$ cat src/rtl/seg_display_pkg.sv
// Shared definitions for the 4-digit display scheduler: FSM states, glyph codes
// and the active-low segment patterns (bit6=a ... bit0=g).
package seg_display_pkg;

  typedef enum logic [2:0] {
    S_IDLE  = 3'd0,
    S_SCORE = 3'd1,
    S_YOU   = 3'd2,
    S_GAP1  = 3'd3,
    S_LOSE  = 3'd4,
    S_GAP2  = 3'd5
  } state_e;

  // Digit glyphs share their BCD value so a valid nibble maps straight to a code.
  typedef enum logic [4:0] {
    G_0 = 5'd0, G_1 = 5'd1, G_2 = 5'd2, G_3 = 5'd3, G_4 = 5'd4,
    G_5 = 5'd5, G_6 = 5'd6, G_7 = 5'd7, G_8 = 5'd8, G_9 = 5'd9,
    G_Y = 5'd10, G_O = 5'd11, G_U = 5'd12, G_L = 5'd13, G_S = 5'd14,
    G_E = 5'd15, G_DASH = 5'd16, G_BLANK = 5'd17
  } glyph_e;

  localparam logic [6:0] SEG_0     = 7'b0000001;
  localparam logic [6:0] SEG_1     = 7'b1001111;
  localparam logic [6:0] SEG_2     = 7'b0010010;
  localparam logic [6:0] SEG_3     = 7'b0000110;
  localparam logic [6:0] SEG_4     = 7'b1001100;
  localparam logic [6:0] SEG_5     = 7'b0100100;
  localparam logic [6:0] SEG_6     = 7'b0100000;
  localparam logic [6:0] SEG_7     = 7'b0001111;
  localparam logic [6:0] SEG_8     = 7'b0000000;
  localparam logic [6:0] SEG_9     = 7'b0000100;
  localparam logic [6:0] SEG_Y     = 7'b1000100;
  localparam logic [6:0] SEG_O     = 7'b0000001;
  localparam logic [6:0] SEG_U     = 7'b1000001;
  localparam logic [6:0] SEG_L     = 7'b1110001;
  localparam logic [6:0] SEG_S     = 7'b0100100;
  localparam logic [6:0] SEG_E     = 7'b0110000;
  localparam logic [6:0] SEG_DASH  = 7'b1111110;
  localparam logic [6:0] SEG_BLANK = 7'b1111111;

  function automatic logic is_msg(input state_e s);
    return s inside {S_YOU, S_GAP1, S_LOSE, S_GAP2};
  endfunction

  // Index 0 is the leftmost digit, driven by anode bit 3.
  function automatic logic [3:0] anode_for(input logic [1:0] idx);
    case (idx)
      2'd0:    return 4'b0111;
      2'd1:    return 4'b1011;
      2'd2:    return 4'b1101;
      default: return 4'b1110;
    endcase
  endfunction

endpackage

$ cat src/rtl/seg_glyph_decoder.sv
// Combinational glyph-code to active-low 7-segment pattern lookup.
module seg_glyph_decoder
  import seg_display_pkg::*;
(
  input  logic [4:0] glyph_i,
  output logic [6:0] seg_n_o
);

  always_comb begin
    seg_n_o = SEG_BLANK;
    case (glyph_i)
      G_0:     seg_n_o = SEG_0;
      G_1:     seg_n_o = SEG_1;
      G_2:     seg_n_o = SEG_2;
      G_3:     seg_n_o = SEG_3;
      G_4:     seg_n_o = SEG_4;
      G_5:     seg_n_o = SEG_5;
      G_6:     seg_n_o = SEG_6;
      G_7:     seg_n_o = SEG_7;
      G_8:     seg_n_o = SEG_8;
      G_9:     seg_n_o = SEG_9;
      G_Y:     seg_n_o = SEG_Y;
      G_O:     seg_n_o = SEG_O;
      G_U:     seg_n_o = SEG_U;
      G_L:     seg_n_o = SEG_L;
      G_S:     seg_n_o = SEG_S;
      G_E:     seg_n_o = SEG_E;
      G_DASH:  seg_n_o = SEG_DASH;
      default: seg_n_o = SEG_BLANK;
    endcase
  end

endmodule

$ cat src/rtl/seg_display_scheduler.sv
// Multiplexed 4-digit display driver: scans digits, runs the game-mode FSM and
// selects idle dashes, blanked score or the blinking YOU/LOSE message.
module seg_display_scheduler
  import seg_display_pkg::*;
#(
  parameter int REFRESH_BITS = 18,
  parameter int BLINK_DIV    = 50000000
) (
  input  logic        clk,
  input  logic        rst_n,
  input  logic        playing,
  input  logic        lost,
  input  logic        score_load,
  input  logic [15:0] score_bcd,
  output logic [3:0]  anode_n,
  output logic [6:0]  seg_n,
  output logic [2:0]  msg_phase
);

  localparam int BLINK_W = $clog2(BLINK_DIV);
  localparam logic [BLINK_W-1:0] BLINK_LAST = BLINK_W'(BLINK_DIV - 1);

  state_e                  state_q, state_d;
  logic [REFRESH_BITS-1:0] scan_q, scan_d;
  logic [1:0]              idx_q, idx_d;
  logic [BLINK_W-1:0]      blink_q, blink_d;
  logic [15:0]             score_q, score_d;
  logic [3:0]              anode_q, anode_d;
  logic [6:0]              seg_q, seg_d;
  logic [4:0]              glyph_d;
  logic [3:0]              cur_nib;
  logic                    lead_blank;
  logic                    scan_tick, blink_tick;

  assign scan_tick  = &scan_q;
  assign blink_tick = is_msg(state_q) && (blink_q == BLINK_LAST);

  always_ff @(posedge clk) begin
    if (!rst_n) state_q <= S_IDLE;
    else        state_q <= state_d;
  end

  always_comb begin
    state_d = state_q;
    if (lost) begin
      case (state_q)
        S_IDLE, S_SCORE: state_d = S_YOU;
        S_YOU:           if (blink_tick) state_d = S_GAP1;
        S_GAP1:          if (blink_tick) state_d = S_LOSE;
        S_LOSE:          if (blink_tick) state_d = S_GAP2;
        S_GAP2:          if (blink_tick) state_d = S_YOU;
        default:         state_d = S_IDLE;
      endcase
    end else begin
      state_d = playing ? S_SCORE : S_IDLE;
    end
  end

  // Blink counter only advances while a message stays up; any exit or entry restarts it.
  always_comb begin
    scan_d  = scan_q + REFRESH_BITS'(1);
    idx_d   = scan_tick ? idx_q + 2'd1 : idx_q;
    blink_d = (is_msg(state_q) && lost && !blink_tick) ? blink_q + BLINK_W'(1) : '0;
    score_d = score_load ? score_bcd : score_q;
  end

  // Content is chosen from next-state values so index and mode change together.
  always_comb begin
    cur_nib    = score_d[3:0];
    lead_blank = 1'b0;
    case (idx_d)
      2'd0: begin
        cur_nib    = score_d[15:12];
        lead_blank = (score_d[15:12] == 4'd0);
      end
      2'd1: begin
        cur_nib    = score_d[11:8];
        lead_blank = (score_d[15:8] == 8'd0);
      end
      2'd2: begin
        cur_nib    = score_d[7:4];
        lead_blank = (score_d[15:4] == 12'd0);
      end
      default: begin
        cur_nib    = score_d[3:0];
        lead_blank = 1'b0;
      end
    endcase

    glyph_d = G_BLANK;
    case (state_d)
      S_IDLE:  glyph_d = G_DASH;
      S_SCORE: begin
        if (lead_blank)        glyph_d = G_BLANK;
        else if (cur_nib > 4'd9) glyph_d = G_DASH;
        else                   glyph_d = {1'b0, cur_nib};
      end
      S_YOU: begin
        case (idx_d)
          2'd0:    glyph_d = G_BLANK;
          2'd1:    glyph_d = G_Y;
          2'd2:    glyph_d = G_O;
          default: glyph_d = G_U;
        endcase
      end
      S_LOSE: begin
        case (idx_d)
          2'd0:    glyph_d = G_L;
          2'd1:    glyph_d = G_O;
          2'd2:    glyph_d = G_S;
          default: glyph_d = G_E;
        endcase
      end
      default: glyph_d = G_BLANK;
    endcase

    anode_d = anode_for(idx_d);
  end

  seg_glyph_decoder u_decoder (
    .glyph_i (glyph_d),
    .seg_n_o (seg_d)
  );

  always_ff @(posedge clk) begin
    if (!rst_n) begin
      scan_q  <= '0;
      idx_q   <= 2'd0;
      blink_q <= '0;
      score_q <= 16'd0;
      anode_q <= 4'b1111;
      seg_q   <= 7'b1111111;
    end else begin
      scan_q  <= scan_d;
      idx_q   <= idx_d;
      blink_q <= blink_d;
      score_q <= score_d;
      anode_q <= anode_d;
      seg_q   <= seg_d;
    end
  end

  assign anode_n   = anode_q;
  assign seg_n     = seg_q;
  assign msg_phase = state_q;

endmodule

$ cat config.mk
export PLATFORM = sky130hd
export DESIGN_NAME = seg_display_scheduler
export DESIGN_NICKNAME = d
export VERILOG_FILES = /design/src/rtl/seg_display_pkg.sv /design/src/rtl/seg_glyph_decoder.sv /design/src/rtl/seg_display_scheduler.sv
export SDC_FILE = /design/constraint.sdc
export NUM_CORES = 1
export LEC_CHECK = 0
export ABC_AREA = 1
export CORE_MARGIN = 10
export CORE_UTILIZATION = 58
export DETAILED_ROUTE_END_ITERATION = 12
export HOLD_SLACK_MARGIN = 0.08
export PLACE_DENSITY = 0.85
export SYNTH_ARGS = -nofsm -noshare
export SYNTH_HDL_FRONTEND = slang
export SYNTH_SLANG_ARGS = --single-unit
$ cat constraint.sdc
create_clock -name clk -period 4.7 [get_ports clk]
set_input_delay 0.94 -clock clk [delete_from_list [all_inputs] [get_ports clk]]
set_output_delay 0.94 -clock clk [all_outputs]
set_load 0.02 [all_outputs]
Yosys cells after proc, flatten, opt, wreduce, memory -nomap -nowiden
Memories as Yosys holds them, arrays and structs flattened. A register that Yosys moved wholly into a read port is not among the register bits. Index checks and enable logic that the tools add are counted.

Muxes and demuxes: 17. Divide/modulo/power cells: 0. $lt $le $gt $ge: 1. Bitwise logic cells: 0. Reductions and logical operators: 15. Eq/ne operators: 11. Add/subtract/negate cells: 3. Shifts and indexed selects: 0. Multipliers: 0.

Operators with widths (count): $add A26 B1 Y26 const B (1); $eq A26 B26 Y1 const B (1); $pmux W4 S3 (2); $pmux W5 S4 (1); $add A18 B1 Y18 const B (1); $reduce_and A18 Y1 (1); $mux W16 (1); $mux W3 (5); $pmux W3 S5 (1); $pmux W5 S3 (1); $logic_not A12 Y1 (1); $mux W5 (2); $eq A3 B2 Y1 const B (3); $eq A3 B3 Y1 const B (3); $pmux W3 S3 (1); $logic_not A8 Y1 (1); $eq A3 B1 Y1 const B (2); $logic_not A3 Y1 (2); $gt A4 B4 Y1 const B (1); $logic_not A4 Y1 (1); $reduce_bool A4 Y1 (1); $logic_and A1 B1 Y1 (3); $pmux W1 S3 (1); $add A2 B1 Y2 const B (1); 8 further kinds (9).

Bits of input ports: 21. Logic and storage cells: 54. RAM bits: 0. Output and inout port bits: 14. Memory bits (read-only): 224. Memories kept: 1. Register bits after elaboration: 69. Bits in latches: 0.

Memory list: (name not given) (words 32, width 7, read ports 1, clocked after Yosys merged registers in 1, write ports 0, RTL line seg_glyph_decoder.sv:11) `case (glyph_i)`.

Depth between registers and ports, before layout
Depth after elaboration: 8. Depth in mapped cells: 30. Depth with buffers taken out: 30.

Hierarchy
From an unflattened synthesis, not the netlist that was laid out.

Cells, all modules: 578. Area, all modules: 4169.0 sq um.

Modules (own cells, without submodules): seg_display_scheduler (times used 1, cells each 529, sequential area each 1521.5 sq um, area each 3882.5 sq um); seg_glyph_decoder (times used 1, cells each 49, sequential area each 0.0 sq um, area each 286.5 sq um).

Worst setup path before layout
OpenSTA, ideal clock, no wires.

Path type: register to register. From: register scan_q[0]. To: register seg_q[2] (netlist: seg_n[2]). Setup slack: 1208 ps. Data arrival time: 3373 ps. Clock period less this slack: 3492 ps. Buffers on the path: 1. Cell stages (with the launch flop): 29. Library setup time: 120 ps. Required time: 4580 ps. Path through: dfxtp_1 -> ha_1 -> nand2_1 -> nor2_1 -> inv_2 -> nor3_4 -> nand2_1 -> nor2_2 -> nand3_1 -> nand3b_1 -> xor2_1 -> ha_1 -> clkbuf_1 -> inv_1 -> o21ai_0 -> o22ai_1 -> inv_2 -> nand2_1 -> nand3_1 -> nand2_1 -> nand2_1 -> nand2_1 -> nor2_4 -> inv_1 -> ha_1 -> nand2_1 -> o21ai_0 -> nand2_1 -> nand3_1.

Cells in the longest elaborated chain, start to end: 8. Elaborated cells between the ends (all ways): 13. Classes of those cells: 1 x order compare; 2 x eq/ne; 8 x mux; 2 x reduce/logical.

Ends and longest elaborated chain: start, declared (RTL line seg_display_scheduler.sv:24) `logic [REFRESH_BITS-1:0] scan_q, scan_d;`; start signal, assigned (RTL line seg_display_scheduler.sv:134) `scan_q <= scan_d;`; $reduce_and A18 Y1 * (RTL line seg_display_scheduler.sv:35) `assign scan_tick = &scan_q;`; $mux W2 * (RTL line seg_display_scheduler.sv:62) `idx_d = scan_tick ? idx_q + 2'd1 : idx_q;`; via idx_d[1] (RTL line seg_display_scheduler.sv:25) `logic [1:0] idx_q, idx_d;`; $eq A2 B2 Y1 (tied with other cells) (RTL line seg_display_scheduler.sv:71, seg_display_scheduler.sv:99, seg_display_scheduler.sv:107); $pmux W4 S3 (RTL line seg_display_scheduler.sv:71) `case (idx_d)`; $gt A4 B4 Y1 (RTL line seg_display_scheduler.sv:95) `else if (cur_nib > 4'd9) glyph_d = G_DASH;`; $mux W5 (RTL line seg_display_scheduler.sv:95); $mux W5 (RTL line seg_display_scheduler.sv:94) `if (lead_blank) glyph_d = G_BLANK;`; $pmux W5 S4 * (RTL line seg_display_scheduler.sv:91) `case (state_d)`; end, declared (RTL line seg_display_scheduler.sv:29) `logic [6:0] seg_q, seg_d;`.

The timed path passes the listed nets; every way through them passes the cells marked *. A chain may end at the register's enable or synchronous reset.

Worst setup path after layout
Ends and elaborated chain as after synthesis.

==> impl_metrics.csv <==
group,metric,value,unit
sta,fin_tns_setup,0,ps
logic_synthesis,ys.flop_type,"dfxtp_1",
routing,via_per_inst,5.049,
placement,place_congestion,0.8900,
cells_and_area,drive_gt1_frac,0.1282,
global_routing,overflow,0,
clock_network,h-tree-depth,3,
sta,rsz0062_at_grt,"no",
clock_network,cts_buffer_depth,2,
clock_network,cts_tree,"yes",
logic_synthesis,avgSynthCellArea,7.059,sq um
logic_synthesis,synth_edf_count,0,
clock_network,cts.reportedPaths.clkPinSlew,70,ps
die,core-area,0.006794,sq mm
logic_synthesis,synth_top_family_by_area,"simple AND/OR/NAND/NOR gates",
setup_path,worstSetupPathType,"register to register",
routing,drt-wirelength-per-cell,11.86,microns
sta,max-slew-margin-rel,0.4922,
setup_path,end_kind,"register",
clock_network,clock_sinks,76,
logic_synthesis,synth_top_area_cell,"dfxtp_1",
setup_path,rrSetupSlack,720,ps
die,fp.dieH,103.4,microns
die,initial_core_util,0.5943,
setup_path,worstPathArrival,4210,ps
global_routing,grt_pass1_vias,3415,
logic_synthesis,syn_area,0.004038,sq mm
hold_path,hold_class,"register to register",
setup_path,slowest_delay,350,ps
setup_path,path_common_cell,"nand2_1",
clock_network,clock_latency,350,ps
sta,fin_crit,3980,ps
logic_synthesis,synth_most_common_cell,"nand2_1",
sta,hold-worst-slack,449.3,ps
setup_path,crit_slowest_cell,"dfxtp_1",
cells_and_area,num_antenna_cells,0,
logic_synthesis,post_synth_fa_ha_maj_area_fraction,0.04338,
logic_synthesis,synth_compound_area_frac,0.1081,
clock_network,cts_hold_buf,0,
pwr,power.density,278.2,mW/mm^2
sta,worstMarginPinSlew,757.0,ps
clock_network,numCtsBuffers,9,
pwr,ir_drop,193.9,uV
placement,dp_hpwl,6410,microns
logic_synthesis,netlist_top_cells_area,"dfxtp_1 38%, nand2_1 12%, nor2_1 6.8%, inv_1 6.6%, ha_1 4.3%",
logic_synthesis,syn-num-nets,607,
sta,min_period_over_period,0.8468,
sta,finClkSkew,10.82,ps
global_routing,grt_usage,0.1683,
die,row_count,30,
logic_synthesis,ys_types,39,
sta,fmax,251.3,MHz
sta,setup_violations,0,
placement,io_buffer_count,34,
logic_synthesis,synthSimpleGateAreaFrac,0.3536,
clock_network,ctsResizeCount,0,
logic_synthesis,ys_ff_latch,76,
logic_synthesis,ys_warn_count,0,
global_routing,gr-max-usage-layer,"met2",
logic_synthesis,yosysSeqAreaShare,0.3768,
global_routing,grt_util_met2,0.2865,
die,die_area,0.01070,sq mm
logic_synthesis,muxShareOfSynthArea,0.009916,
sta,hold_viol,0,
global_routing,grt_pass1_wl,14550,microns
logic_synthesis,ys_async_sr_fraction,0,
sta,maxSlewViolCount,0,
job,drv_cap,0,
logic_synthesis,synth-xor-area-share,0.01518,
die,fp.dieW,103.4,microns
setup_path,cp-start-kind,"register",
placement,place_ws,691.8,ps
logic_synthesis,yosysTopAreaCellShare,0.3768,
setup_path,cp_max_fo,6,
global_routing,grt_max_degree,27,
global_routing,grt.met1_usage,0.2008,
routing,drc_errors,0,
cells_and_area,nNetsFinal,646,
cells_and_area,fill_cells,587,
routing,ant_nets,0,
sta,fin_ws,720.0,ps
outcome,status,"finished clean",
routing,vias,3595,
setup_path,cp.required,4930,ps
routing,first_iter_violations,110,
cells_and_area,areaGrowthSynthToFinish,15.74,%
logic_synthesis,synth_commonest_cells,"127 x nand2_1, 76 x dfxtp_1, 73 x nor2_1",
clock_network,clock-root-buffer,"clkbuf_8",
global_routing,grtUsageMet3,0.03123,
die,ioPinCount,35,
logic_synthesis,netlist_instances,572,
clock_network,post-cts-setup-buffers,0,
pwr,power_leakage,1.921,nW
routing,dr.pass1.iters,4,
global_routing,antenna_found_initial,0,
routing,routed_wirelength,8444,microns
## placed cells by master (no fill, tap or decap), types with 3 or more instances in the layout
master,instances
xnor2_1,3
o21ai_0,18
clkbuf_8,10
nor3_2,4
nor2_4,10
ha_1,14
xor2_1,4
a21oi_1,33
nor3_1,8
nand2_2,6
inv_2,17
nand3_1,32
nand3_2,9
o21ai_1,10
nor2_2,7
or2_1,3
nand2_1,127
inv_1,71
nor2_1,73
clkdlybuf4s50_1,34
nand4_1,9
dfxtp_1,76
o21a_1,6
mux2i_1,4
## area by class of cell
class | count | area (sq um) | share of cell area
multi-input combinational | 399 | 2141 | 0.4581
sequential | 76 | 1521 | 0.3256
timing repair buffer | 36 | 355.3 | 0.07604
inverter | 89 | 334.1 | 0.07149
clock buffer | 10 | 137.6 | 0.02945
tap | 96 | 120.1 | 0.02570
clock inverter | 6 | 63.81 | 0.01365
## power breakdown
| group | internal [mW] | leakage, nW | switching (mW) |
|---|---|---|---|
| Combinational | 0.0576 | 1.20 | 0.0798 |
| Clock | 0.258 | 0.0983 | 0.238 |
| Sequential | 0.660 | 0.618 | 0.00563 |
| Total | 0.976 | 1.92 | 0.324 |
## worst paths after layout
kind | from | endpoint | cells past startpoint
worst min register to register | scan_q[0]$_SDFF_PN0_ | scan_q[0]$_SDFF_PN0_ | 1
worst max register to register | scan_q[0]$_SDFF_PN0_ | seg_n[2]$_SDFF_PP1_ | 28
worst max-delay path | scan_q[0]$_SDFF_PN0_ | seg_n[2]$_SDFF_PP1_ | 28
worst min-delay path | scan_q[0]$_SDFF_PN0_ | scan_q[0]$_SDFF_PN0_ | 1
## stage by stage
| step | total power, mW | cells | utilization | instance area, sq um |
|---|---|---|---|---|
| 2_1_floorplan | 0.7699 | 572 | - | 4038 |
| 3_3_place_gp | 0.8148 | 696 | 0.6582 | 4472 |
| 3_5_place_dp | 0.8177 | 696 | 0.6582 | 4472 |
| 4_1_cts | 1.313 | 712 | 0.6878 | 4673 |
| 5_1_grt | 1.358 | 712 | 0.6878 | 4673 |
| 6_report | 1.300 | 712 | 0.6878 | 4673 |
## worst max-delay path: cells and delay by family, from the launching register on
kind | cells | cell delay (ps)
XOR/XNOR | 1 | 240
AND/OR/NAND/NOR | 16 | 1560
flip-flops | 1 | 350
AO/OA/AOI/OAI | 3 | 530
adder cells (fa/ha/maj) | 3 | 650
buffers and inverters | 5 | 540
## cells by family after synthesis
kind of cell / after synthesis
flops: 76
simple gates: 296
mux: 4
xor+xnor: 7
buf+inv: 97
compound gates: 78
fa+ha+maj: 14
## routing by layer
layer	vias to the layer above	routed length, microns
met3	13	423
met1	1621	3885
met4	0	159
met2	74	3976
li1	1887	-
met5	-	0
## registers in the layout, indices dropped and copies added, names as in the netlist
name	cells
anode_n	4
blink_q	26
idx_q	2
msg_phase	3
scan_q	18
score_q	16
seg_n	7
Note: power is estimated with default switching activity, not from simulation.
